`src/rtl/harness_pkg.sv`:
```
// Shared definitions for the harness frame sequencer.
// Latency: n/a (types and constants only).
// Backpressure: n/a.
package harness_pkg;

  localparam logic [7:0] FRAME_TERMINATOR = 8'h00;

  typedef enum logic [1:0] {
    IDLE   = 2'd0,
    ACTIVE = 2'd1,
    TERM   = 2'd2
  } state_t;

endpackage

```
`src/rtl/harness_watchdog.sv`:
```
// Output watchdog: counts enabled cycles since the last kick, saturating.
// Latency: expired asserts combinationally in the TIMEOUT_CYCLES-th enabled cycle.
// Backpressure: none; kick or a dropped enable clears the count.
module harness_watchdog #(
  parameter int TIMEOUT_CYCLES = 1_000_000
) (
  input  logic clock,
  input  logic reset,
  input  logic enable,
  input  logic kick,
  output logic expired
);

  localparam int CW = $clog2(TIMEOUT_CYCLES + 1);
  localparam logic [CW-1:0] LIMIT = CW'(TIMEOUT_CYCLES - 1);
  localparam logic [CW-1:0] SAT   = CW'(TIMEOUT_CYCLES);

  logic [CW-1:0] r_count;

  // Idle-cycle counter; restarts on activity, holds at the ceiling.
  always_ff @(posedge clock or negedge reset) begin
    if (!reset) begin
      r_count <= '0;
    end else if (!enable || kick) begin
      r_count <= '0;
    end else if (r_count != SAT) begin
      r_count <= r_count + 1'b1;
    end
  end

  // Firing on the last tolerated cycle lets the owner react on that same edge.
  assign expired = enable && !kick && (r_count >= LIMIT);

endmodule

```
`src/rtl/harness_frame_controller.sv`:
```
// Splits the null-terminated RX stream into accelerator frames and returns output plus a 0x00 terminator.
// Latency: rx->in combinational once the following byte is visible; out->tx zero cycles; terminator one cycle after completion.
// Backpressure: rx stalls on in_ready (or in TERM); out stalls on tx_ready; overflow bytes are drained, not stalled.
module harness_frame_controller
  import harness_pkg::*;
#(
  parameter int DATA_WIDTH       = 8,
  parameter int MAX_FRAME_LENGTH = 256,
  parameter int TIMEOUT_CYCLES   = 1_000_000
) (
  input  logic                  clock,
  input  logic                  reset,
  input  logic [DATA_WIDTH-1:0] rx_data,
  input  logic                  rx_valid,
  output logic                  rx_ready,
  output logic [DATA_WIDTH-1:0] in_data,
  output logic                  in_valid,
  output logic                  in_last,
  input  logic                  in_ready,
  input  logic [DATA_WIDTH-1:0] out_data,
  input  logic                  out_valid,
  input  logic                  out_last,
  output logic                  out_ready,
  output logic [DATA_WIDTH-1:0] tx_data,
  output logic                  tx_valid,
  input  logic                  tx_ready,
  output logic                  busy,
  output logic                  frame_done,
  output logic [15:0]           frame_count,
  output logic                  error_overflow,
  output logic                  error_timeout
);

  localparam int CNT_W = $clog2(MAX_FRAME_LENGTH + 1);
  localparam logic [CNT_W-1:0]      MAX_CNT   = CNT_W'(MAX_FRAME_LENGTH);
  localparam logic [DATA_WIDTH-1:0] TERM_BYTE = DATA_WIDTH'(FRAME_TERMINATOR);

  state_t                r_state;
  logic [DATA_WIDTH-1:0] r_hold_data;
  logic                  r_hold_valid;
  logic [CNT_W-1:0]      r_count;
  logic                  r_in_done;
  logic                  r_out_done;
  logic                  r_discard;
  logic                  r_frame_done;
  logic [15:0]           r_frame_count;
  logic                  r_err_ovf;
  logic                  r_err_to;

  logic w_active, w_at_max, w_rx_zero;
  logic w_rx_fire, w_in_fire, w_out_fire, w_tx_fire;
  logic w_in_end, w_out_end;
  logic w_in_done_nxt, w_out_done_nxt, w_discard_nxt;
  logic w_wd_enable, w_wd_kick, w_wd_expired;

  assign w_active  = (r_state == ACTIVE);
  assign w_at_max  = (r_count == MAX_CNT);
  assign w_rx_zero = (rx_data == TERM_BYTE);

  assign w_rx_fire  = rx_valid && rx_ready;
  assign w_in_fire  = in_valid && in_ready;
  assign w_out_fire = out_valid && out_ready;
  assign w_tx_fire  = tx_valid && tx_ready;

  // Completion is judged on next-state values so a simultaneous final in/out
  // transfer moves to TERM on that same edge.
  assign w_in_end       = w_in_fire && in_last;
  assign w_out_end      = w_active && w_out_fire && out_last;
  assign w_in_done_nxt  = r_in_done || w_in_end;
  assign w_out_done_nxt = r_out_done || w_out_end;
  assign w_discard_nxt  = r_discard ? !(w_rx_fire && w_rx_zero)
                                    : (w_in_fire && w_at_max && !(w_rx_fire && w_rx_zero));

  // Held byte goes out only once its successor (or the length cap) says whether it is last.
  assign in_data  = r_hold_data;
  assign in_valid = w_active && r_hold_valid && !r_in_done && (rx_valid || w_at_max);
  assign in_last  = in_valid && (w_at_max || w_rx_zero);

  // Outside ACTIVE the accelerator output is swallowed and tx carries only the terminator.
  assign out_ready = w_active ? (tx_ready && !r_out_done) : 1'b1;
  assign tx_valid  = (r_state == TERM) || (w_active && out_valid && !r_out_done);
  assign tx_data   = w_active ? out_data : TERM_BYTE;

  assign busy           = (r_state != IDLE);
  assign frame_done     = r_frame_done;
  assign frame_count    = r_frame_count;
  assign error_overflow = r_err_ovf;
  assign error_timeout  = r_err_to;

  assign w_wd_enable = w_active && r_in_done && !r_out_done;
  assign w_wd_kick   = w_active && w_out_fire;

  harness_watchdog #(
    .TIMEOUT_CYCLES(TIMEOUT_CYCLES)
  ) u_watchdog (
    .clock  (clock),
    .reset  (reset),
    .enable (w_wd_enable),
    .kick   (w_wd_kick),
    .expired(w_wd_expired)
  );

  // RX acceptance: always in IDLE, only while draining in TERM.
  always_comb begin
    rx_ready = 1'b1;
    case (r_state)
      ACTIVE:  rx_ready = r_discard || (!r_in_done && (!r_hold_valid || in_ready));
      TERM:    rx_ready = r_discard;
      default: rx_ready = 1'b1;
    endcase
  end

  // Frame sequencer: hold register, length cap, overflow drain, terminator emission.
  always_ff @(posedge clock or negedge reset) begin
    if (!reset) begin
      r_state       <= IDLE;
      r_hold_data   <= '0;
      r_hold_valid  <= 1'b0;
      r_count       <= '0;
      r_in_done     <= 1'b0;
      r_out_done    <= 1'b0;
      r_discard     <= 1'b0;
      r_frame_done  <= 1'b0;
      r_frame_count <= '0;
      r_err_ovf     <= 1'b0;
      r_err_to      <= 1'b0;
    end else begin
      r_frame_done <= 1'b0;
      // Overflow drain survives state changes until the host's terminator arrives.
      if (r_discard && w_rx_fire) begin
        if (w_rx_zero) r_discard <= 1'b0;
        else           r_err_ovf <= 1'b1;
      end
      case (r_state)
        IDLE: begin
          if (!r_discard && w_rx_fire) begin
            if (w_rx_zero) begin
              r_state <= TERM;
            end else begin
              r_hold_data  <= rx_data;
              r_hold_valid <= 1'b1;
              r_count      <= CNT_W'(1);
              r_in_done    <= 1'b0;
              r_out_done   <= 1'b0;
              r_state      <= ACTIVE;
            end
          end
        end
        ACTIVE: begin
          if (w_in_fire) begin
            if (w_at_max) begin
              // Cap reached: a byte arriving alongside is already excess.
              r_hold_valid <= 1'b0;
              r_in_done    <= 1'b1;
              if (!(w_rx_fire && w_rx_zero)) r_discard <= 1'b1;
              if (w_rx_fire && !w_rx_zero)   r_err_ovf <= 1'b1;
            end else if (w_rx_zero) begin
              r_hold_valid <= 1'b0;
              r_in_done    <= 1'b1;
            end else begin
              r_hold_data <= rx_data;
              r_count     <= r_count + 1'b1;
            end
          end
          if (w_out_end) r_out_done <= 1'b1;
          if (w_wd_expired) begin
            r_err_to <= 1'b1;
            r_state  <= TERM;
          end else if (w_in_done_nxt && w_out_done_nxt && !w_discard_nxt) begin
            r_state <= TERM;
          end
        end
        TERM: begin
          if (w_tx_fire) begin
            r_frame_done  <= 1'b1;
            r_frame_count <= r_frame_count + 16'd1;
            r_state       <= IDLE;
          end
        end
        default: r_state <= IDLE;
      endcase
    end
  end

endmodule
```
`config.mk`:
```
export PLATFORM = sky130hd
export DESIGN_NAME = harness_frame_controller
export DESIGN_NICKNAME = d
export VERILOG_FILES = /design/src/rtl/harness_pkg.sv /design/src/rtl/harness_watchdog.sv /design/src/rtl/harness_frame_controller.sv
export SDC_FILE = /design/constraint.sdc
export NUM_CORES = 1
export LEC_CHECK = 0
export BUFFER_PORTS_ARGS = -buffer_cell sky130_fd_sc_hd__buf_2
export CAP_MARGIN = 10
export CORE_UTILIZATION = 60
export DETAILED_ROUTE_END_ITERATION = 8
export PLACE_DENSITY = 0.85
export SETUP_SLACK_MARGIN = 0.3
export SYNTH_ARGS = -nofsm -noshare
export SYNTH_HDL_FRONTEND = slang
export SYNTH_HIERARCHICAL = 1
export SYNTH_SLANG_ARGS = --single-unit
```
`constraint.sdc`:
```
create_clock -name clock -period 6.49 [get_ports clock]
set_clock_uncertainty 0.05 [all_clocks]
set_input_delay 0.9735 -clock clock [delete_from_list [all_inputs] [get_ports clock]]
set_output_delay 0.9735 -clock clock [all_outputs]
set_load 0.01 [all_outputs]
```
After elaboration in Yosys (flattened, before gate mapping) --
Cells that the tools add are included.
Storage, ports and cells: bits in registers 62, input bits 23, logic and storage cells 136
Cells by class: order comparisons 1, $add $sub $neg 3, equal/unequal tests 13, reductions and logical operators 56, mux-type cells 51
Operators with widths (number):
- 9-bit two-way mux | 5
- 20-bit two-way mux | 2
- 8-bit two-way mux | 5
- 1-bit logical AND | 27
- 1-bit two-way mux | 27
- 20-bit by 1-bit adder with 20-bit output, second input constant | 1
- 20-bit greater-or-equal comparator, second input constant | 1
- 20-bit != test, second input constant | 1
- 9-bit one-hot mux with 2 select lines | 1
- 16-bit by 1-bit adder with 16-bit output, second input constant | 1
- 8-bit one-hot mux with 2 select lines | 1
- 2-bit two-way mux | 5
- 2-bit != test, second input constant | 5
- 9-bit by 1-bit adder with 9-bit output, second input constant | 1
- 9-bit == test, second input constant | 1
- 1-bit logical NOT | 9
- 8-bit logical NOT | 1
- 1-bit logical OR | 8
- 1-bit one-hot mux with 2 select lines | 4
- 4-bit AND reduction | 2
- 3-bit by 1-bit != test with 1-bit output, second input constant | 2
- 2-bit one-hot mux with 3 select lines | 1
- 6-bit AND reduction | 1
- 2-bit nonzero test | 3
- other kinds (7) | 9

Logic depth before layout (Yosys ltp) --
word-level depth 15, mapped depth 12, depth with buffers taken out 10

Hierarchy --
Netlist, hierarchy kept.
By module, submodules not included:
- harness_frame_controller | instances 1, cells an instance 235, area an instance 2366.0 um2
- harness_watchdog | instances 1, cells an instance 123, area an instance 1144.8 um2

Worst setup path before layout --
Ideal clock, no wire load.
kind input port to output port, start in rx_data[5], end out in_last, stages on the path 4, arrival 2109 ps, path slack 3357 ps, cells stage by stage or4_4 nor2_1 nor2_1 nor3_1
Between the ends: cells in the longest elaborated chain, start to end 3
RTL lines:
- start, declared | line harness_frame_controller.sv:13 | input logic [DATA_WIDTH-1:0] rx_data,
- 8-bit logical NOT | line harness_frame_controller.sv:58 | assign w_rx_zero = (rx_data == TERM_BYTE);
- 1-bit logical OR | line harness_frame_controller.sv:77 | assign in_last = in_valid && (w_at_max || w_rx_zero);
- 1-bit logical AND | line harness_frame_controller.sv:77
- end, declared | line harness_frame_controller.sv:18 | output logic in_last,
No other way between the ends.

Worst setup path after layout --
start reg r_state[1], end reg r_state[0]
RTL lines:
- start, declared | line harness_frame_controller.sv:38 | state_t r_state;
- start signal, assigned | line harness_frame_controller.sv:116 | r_state <= IDLE;
- start signal, assigned | line harness_frame_controller.sv:138 | r_state <= TERM;
- start signal, assigned | line harness_frame_controller.sv:145 | r_state <= ACTIVE;
- 2-bit by 1-bit == test with 1-bit output (*) | line harness_frame_controller.sv:56 | assign w_active = (r_state == ACTIVE);
- via w_active | line harness_frame_controller.sv:50 | logic w_active, w_at_max, w_rx_zero;
- 1-bit logical AND (*) (2 in series) | line harness_frame_controller.sv:90 | assign w_wd_enable = w_active && r_in_done && !r_out_done;
- via w_wd_enable | line harness_frame_controller.sv:54 | logic w_wd_enable, w_wd_kick, w_wd_expired;
- 1-bit logical AND (*) (2 in series) | line harness_watchdog.sv:32 | assign expired = enable && !kick && (r_count >= LIMIT);
- via w_wd_expired | line harness_frame_controller.sv:54
- 3-bit by 1-bit != test with 1-bit output (no source line) or 2-bit two-way mux (tied branches)
- 3-bit AND reduction (no source line) or 2-bit one-hot mux with 3 select lines (tied branches)
Mark *: on every way through the listed nets, which the timed path passes. The rest lies on a longest branch. A chain may end at the register's enable or synchronous reset.

==> summary.txt <==
Job
  – Max-cap viol count: 0

Detailed routing
  – Final wirelength: 7430 um
  – DRT Pass-1 Iters: 5
  – Drt wl/cell: 15.0 um
  – Starting DRT DRC Count: 174
  – Final ANT Viol Nets: 0
  – Vias: around 2900
  – Vias per cell: slightly below 6
  – DR DRC count: 0

GRT
  – Largest net degree at the start of global routing: 63
  – First-pass GRT wire length: 12600 um
  – Vias in the first global route: 2760
  – Final global-route overflow total: 0
  – Total GRT Usage: between 20% and 30%
  – Initial antenna violation count: 0

Power and ir drop
  – Peak supply drop: approximately 320 uV
  – Pleak: 1.83 nW
  – Final Power: 1.35 mW
  – Switch Pwr: 0.511 mW
  – Internal power: 0.842 mW
  – Comb pwr share: 37.6%
  – Seq pwr share: 37.4%
  – Sw Ratio: 37.8%
  – Power Density: 334 nW/um2
  – Clk pwr share: 25.0%

Yosys
  – Predominant post-synthesis flop cell: dfrtp_1
  – Synthesized flop and latch total: between 60 and 70
  – Mux contribution to synthesized area: between 5 and 6%
  – Top post-synthesis cells by count: dfrtp_1, inv_1, nor2_1
  – Mapped Area: roughly 3500 um2
  – Number of flops mapped to enable cells by yosys: 0
  – Post-Synth Adder-Cell Area: 2.85%
  – Netlist cell types: between 60 and 70
  – Ys async rst share: 100%
  – XOR/XNOR Fraction of Synth Area: 6.24%
  – Syn nets: 389
  – Most frequent cell after synthesis: dfrtp_1
  – Yosys top cell area share: 44.2%
  – Mapped Cells: 358
  – Syn avg cell area: 9.81 um2
  – Top cells by area, synth: dfrtp_1, xnor2_1, o31ai_1
  – Post-synthesis compound-gate area fraction: 12.7%
  – Largest area contributor in the netlist: dfrtp_1
  – Synth warnings: 6
  – Main combinational cell family by area after synthesis: simple AND/OR/NAND/NOR gates
  – Post-synthesis sequential area ratio: between 40% and 50%
  – Synth Area in Simple Gates: 23.6%

Worst setup path
  – CP max-delay cell: ha_1
  – Cell family with most CP delay: simple AND/OR/NAND/NOR gates
  – Reg2reg start: r_state[1]
  – Critical path startpoint category: flip-flop
  – R2R cell count: 9
  – CP Buf/Inv Count: 2
  – CP arrival: 3.80 ns
  – Critical Path, Cell by Cell: inv_1 > ha_1 > inv_1 > nor3_1 > or2b_2 > a21oi_1 > nor3_1 > a211oi_1 > nand3_1
  – WP depth: 9
  – Crit Path Max Fanout: 36
  – R2R Path End: r_state[0]
  – Worst Setup End Kind: flip-flop
  – R2R setup slack: 2.87 ns
  – Max incr delay on CP: roughly 0.88 ns
  – Crit Path Class: reg2reg
  – CP Data Required Time: 6.67 ns

Worst hold path
  – Hold depth: 1
  – Worst hold start: error_timeout
  – Worst Hold End: error_timeout
  – Hold Path Class: reg2reg

Timing
  – Fmax: 0.276 GHz
  – Final setup vio count: 0
  – RSZ-0062 raised after global routing: false
  – Post-Route Setup TNS: 0 ns
  – Tightest Pin Transition: about 1.1 ns
  – Final Max Tran Viols: 0
  – Slew headroom: 27.8%
  – Hold Vio Cnt, Final: 0
  – Fin crit period: around 3.6 ns
  – Final setup margin: 2.87 ns
  – Fin crit share: 55.9%

CTS
  – Setup Buffers After CTS: 0
  – CTS tree: done
  – H-tree depth: 3
  – Clock latency at the later pin of the worst-skew pair: ~0.35 ns
  – Sink Count: 62
  – CTS clock-pin slew for the worst setup and hold paths: 0.08 ns
  – CTS resizes: 0
  – Hold buffers post-CTS: 0
  – Total CTS buffers: 9
  – Root Buffer: clkbuf_8
  – CTS Buffer Depth: 2

Die
  – Die Ht: about 78 um
  – Die X: 78.5 um
  – Initial core utilization: 63.0%
  – IO Pins: 64
  – DIE AREA: 6160 um2
  – Core area: 5570 um2
  – Cell Rows: 27

Cells and area
  – ANT cells: 0
  – Final net count: 450
  – Filler cells: 426
  – P&R area growth vs syn: 15.4%
  – Register area: 1550 um2
  – Fraction of layout instances using a drive strength above 1: 25.7%
  – Area of the multi-input gates: about 1800 um2

Place
  – GPL Wtd Cong: 0.873
  – Setup WS pre-CTS: between 2 and 3 ns
  – # port buffers: between 60 and 70
  – Post-DP HPWL: 5280 um

Run status
  – Status: complete, no violations
==> power by group through the flow <==
| stage | Sequential, mW | Clock [mW] | Combinational, mW |
|---|---|---|---|
| final | 0.506 | 0.338 | 0.509 |
| after global routing | 0.514 | 0.357 | 0.562 |
| after CTS | 0.504 | 0.344 | 0.507 |
| after detailed placement | 0.511 | 0 | 0.506 |
| after global placement | 0.506 | 0 | 0.484 |
| after floorplan | 0.521 | 0 | 0.335 |
==> cells by family after synthesis <==
group,after synthesis
mux,17
compound gates,64
fa+ha+maj,8
buf+inv,42
simple gates,140
xor+xnor,25
flops,62
==> worst register-to-register path: stages, from the launching register on <==
cell and delay [ns]:
dfrtp_1 0.41, inv_1 0.11, ha_1 0.88, inv_1 0.36, nor3_1 0.28, or2b_2 0.48, a21oi_1 0.40, nor3_1 0.13
a211oi_1 0.32, nand3_1 0.11
==> stage by stage <==
step | instance area [um2] | utilization [%] | instances | hold WS (ns)
finish | 4050 | 72.7 | 496 | 0.409
global route | 4050 | 72.7 | 496 | 0.447
CTS | 4050 | 72.7 | 496 | 0.409
detailed placement | 3850 | 69.2 | 480 | 0.393
global placement | 3850 | 69.2 | 480 | 0.391
floorplan | 3510 | - | 358 | 0.443
==> placed cells by master (no fill, tap or decap), types with 7 or more instances in the layout <==
master    count
o31ai_1      17
nand3_1      20
nand4_1       8
mux2i_1       7
inv_1        26
nor4_1       11
and2_1       11
mux2_2       10
nor3_1        8
nand2_1      19
dfrtp_1      62
ha_1          8
clkbuf_8      9
buf_2        63
xnor2_1      19
nor2_1       22
o21ai_0       9
a21oi_1      14
==> area by class of cell <==
class	instances	area share, %
multi-input cells	254	43.9
flip-flops and latches	62	38.3
repair buffers	66	8.34
clock buffers	9	3.06
inverters	26	2.41
well taps	72	2.22
clock inverters	7	1.82
==> state kept, by name (all words and copies together) (netlist names) <==
| signal | cells |
|---|---|
| u_watchdog/r_count | 20 |
| frame_count | 16 |
| r_count | 9 |
| in_data | 8 |
| r_state | 2 |
| error_overflow | 1 |
| error_timeout | 1 |
| frame_done | 1 |
| r_discard | 1 |
| r_hold_valid | 1 |
| r_in_done | 1 |
| r_out_done | 1 |
==> layer usage <==
layer | track usage [%] | vias up | wire length, um
li1 | - | 1423 | -
met2 | 46.3 | 79 | 3810
met5 | 0 | - | 0
met1 | 31.4 | 1428 | 3190
met4 | 5.93 | 0 | 78
met3 | 7.21 | 13 | 353
==> worst max path at each step <==
stage	to	slack [ns]	startpoint
global route	r_state[0]	2.55	r_state[1]
finish	r_state[0]	2.87	r_state[1]
detailed placement	r_state[0]	2.95	r_state[1]
CTS	r_state[0]	2.95	r_state[1]
global placement	in_last	3.08	rx_data[5]
floorplan	in_last	3.36	rx_data[5]
No activity file was read; power rests on OpenSTA's default activity.
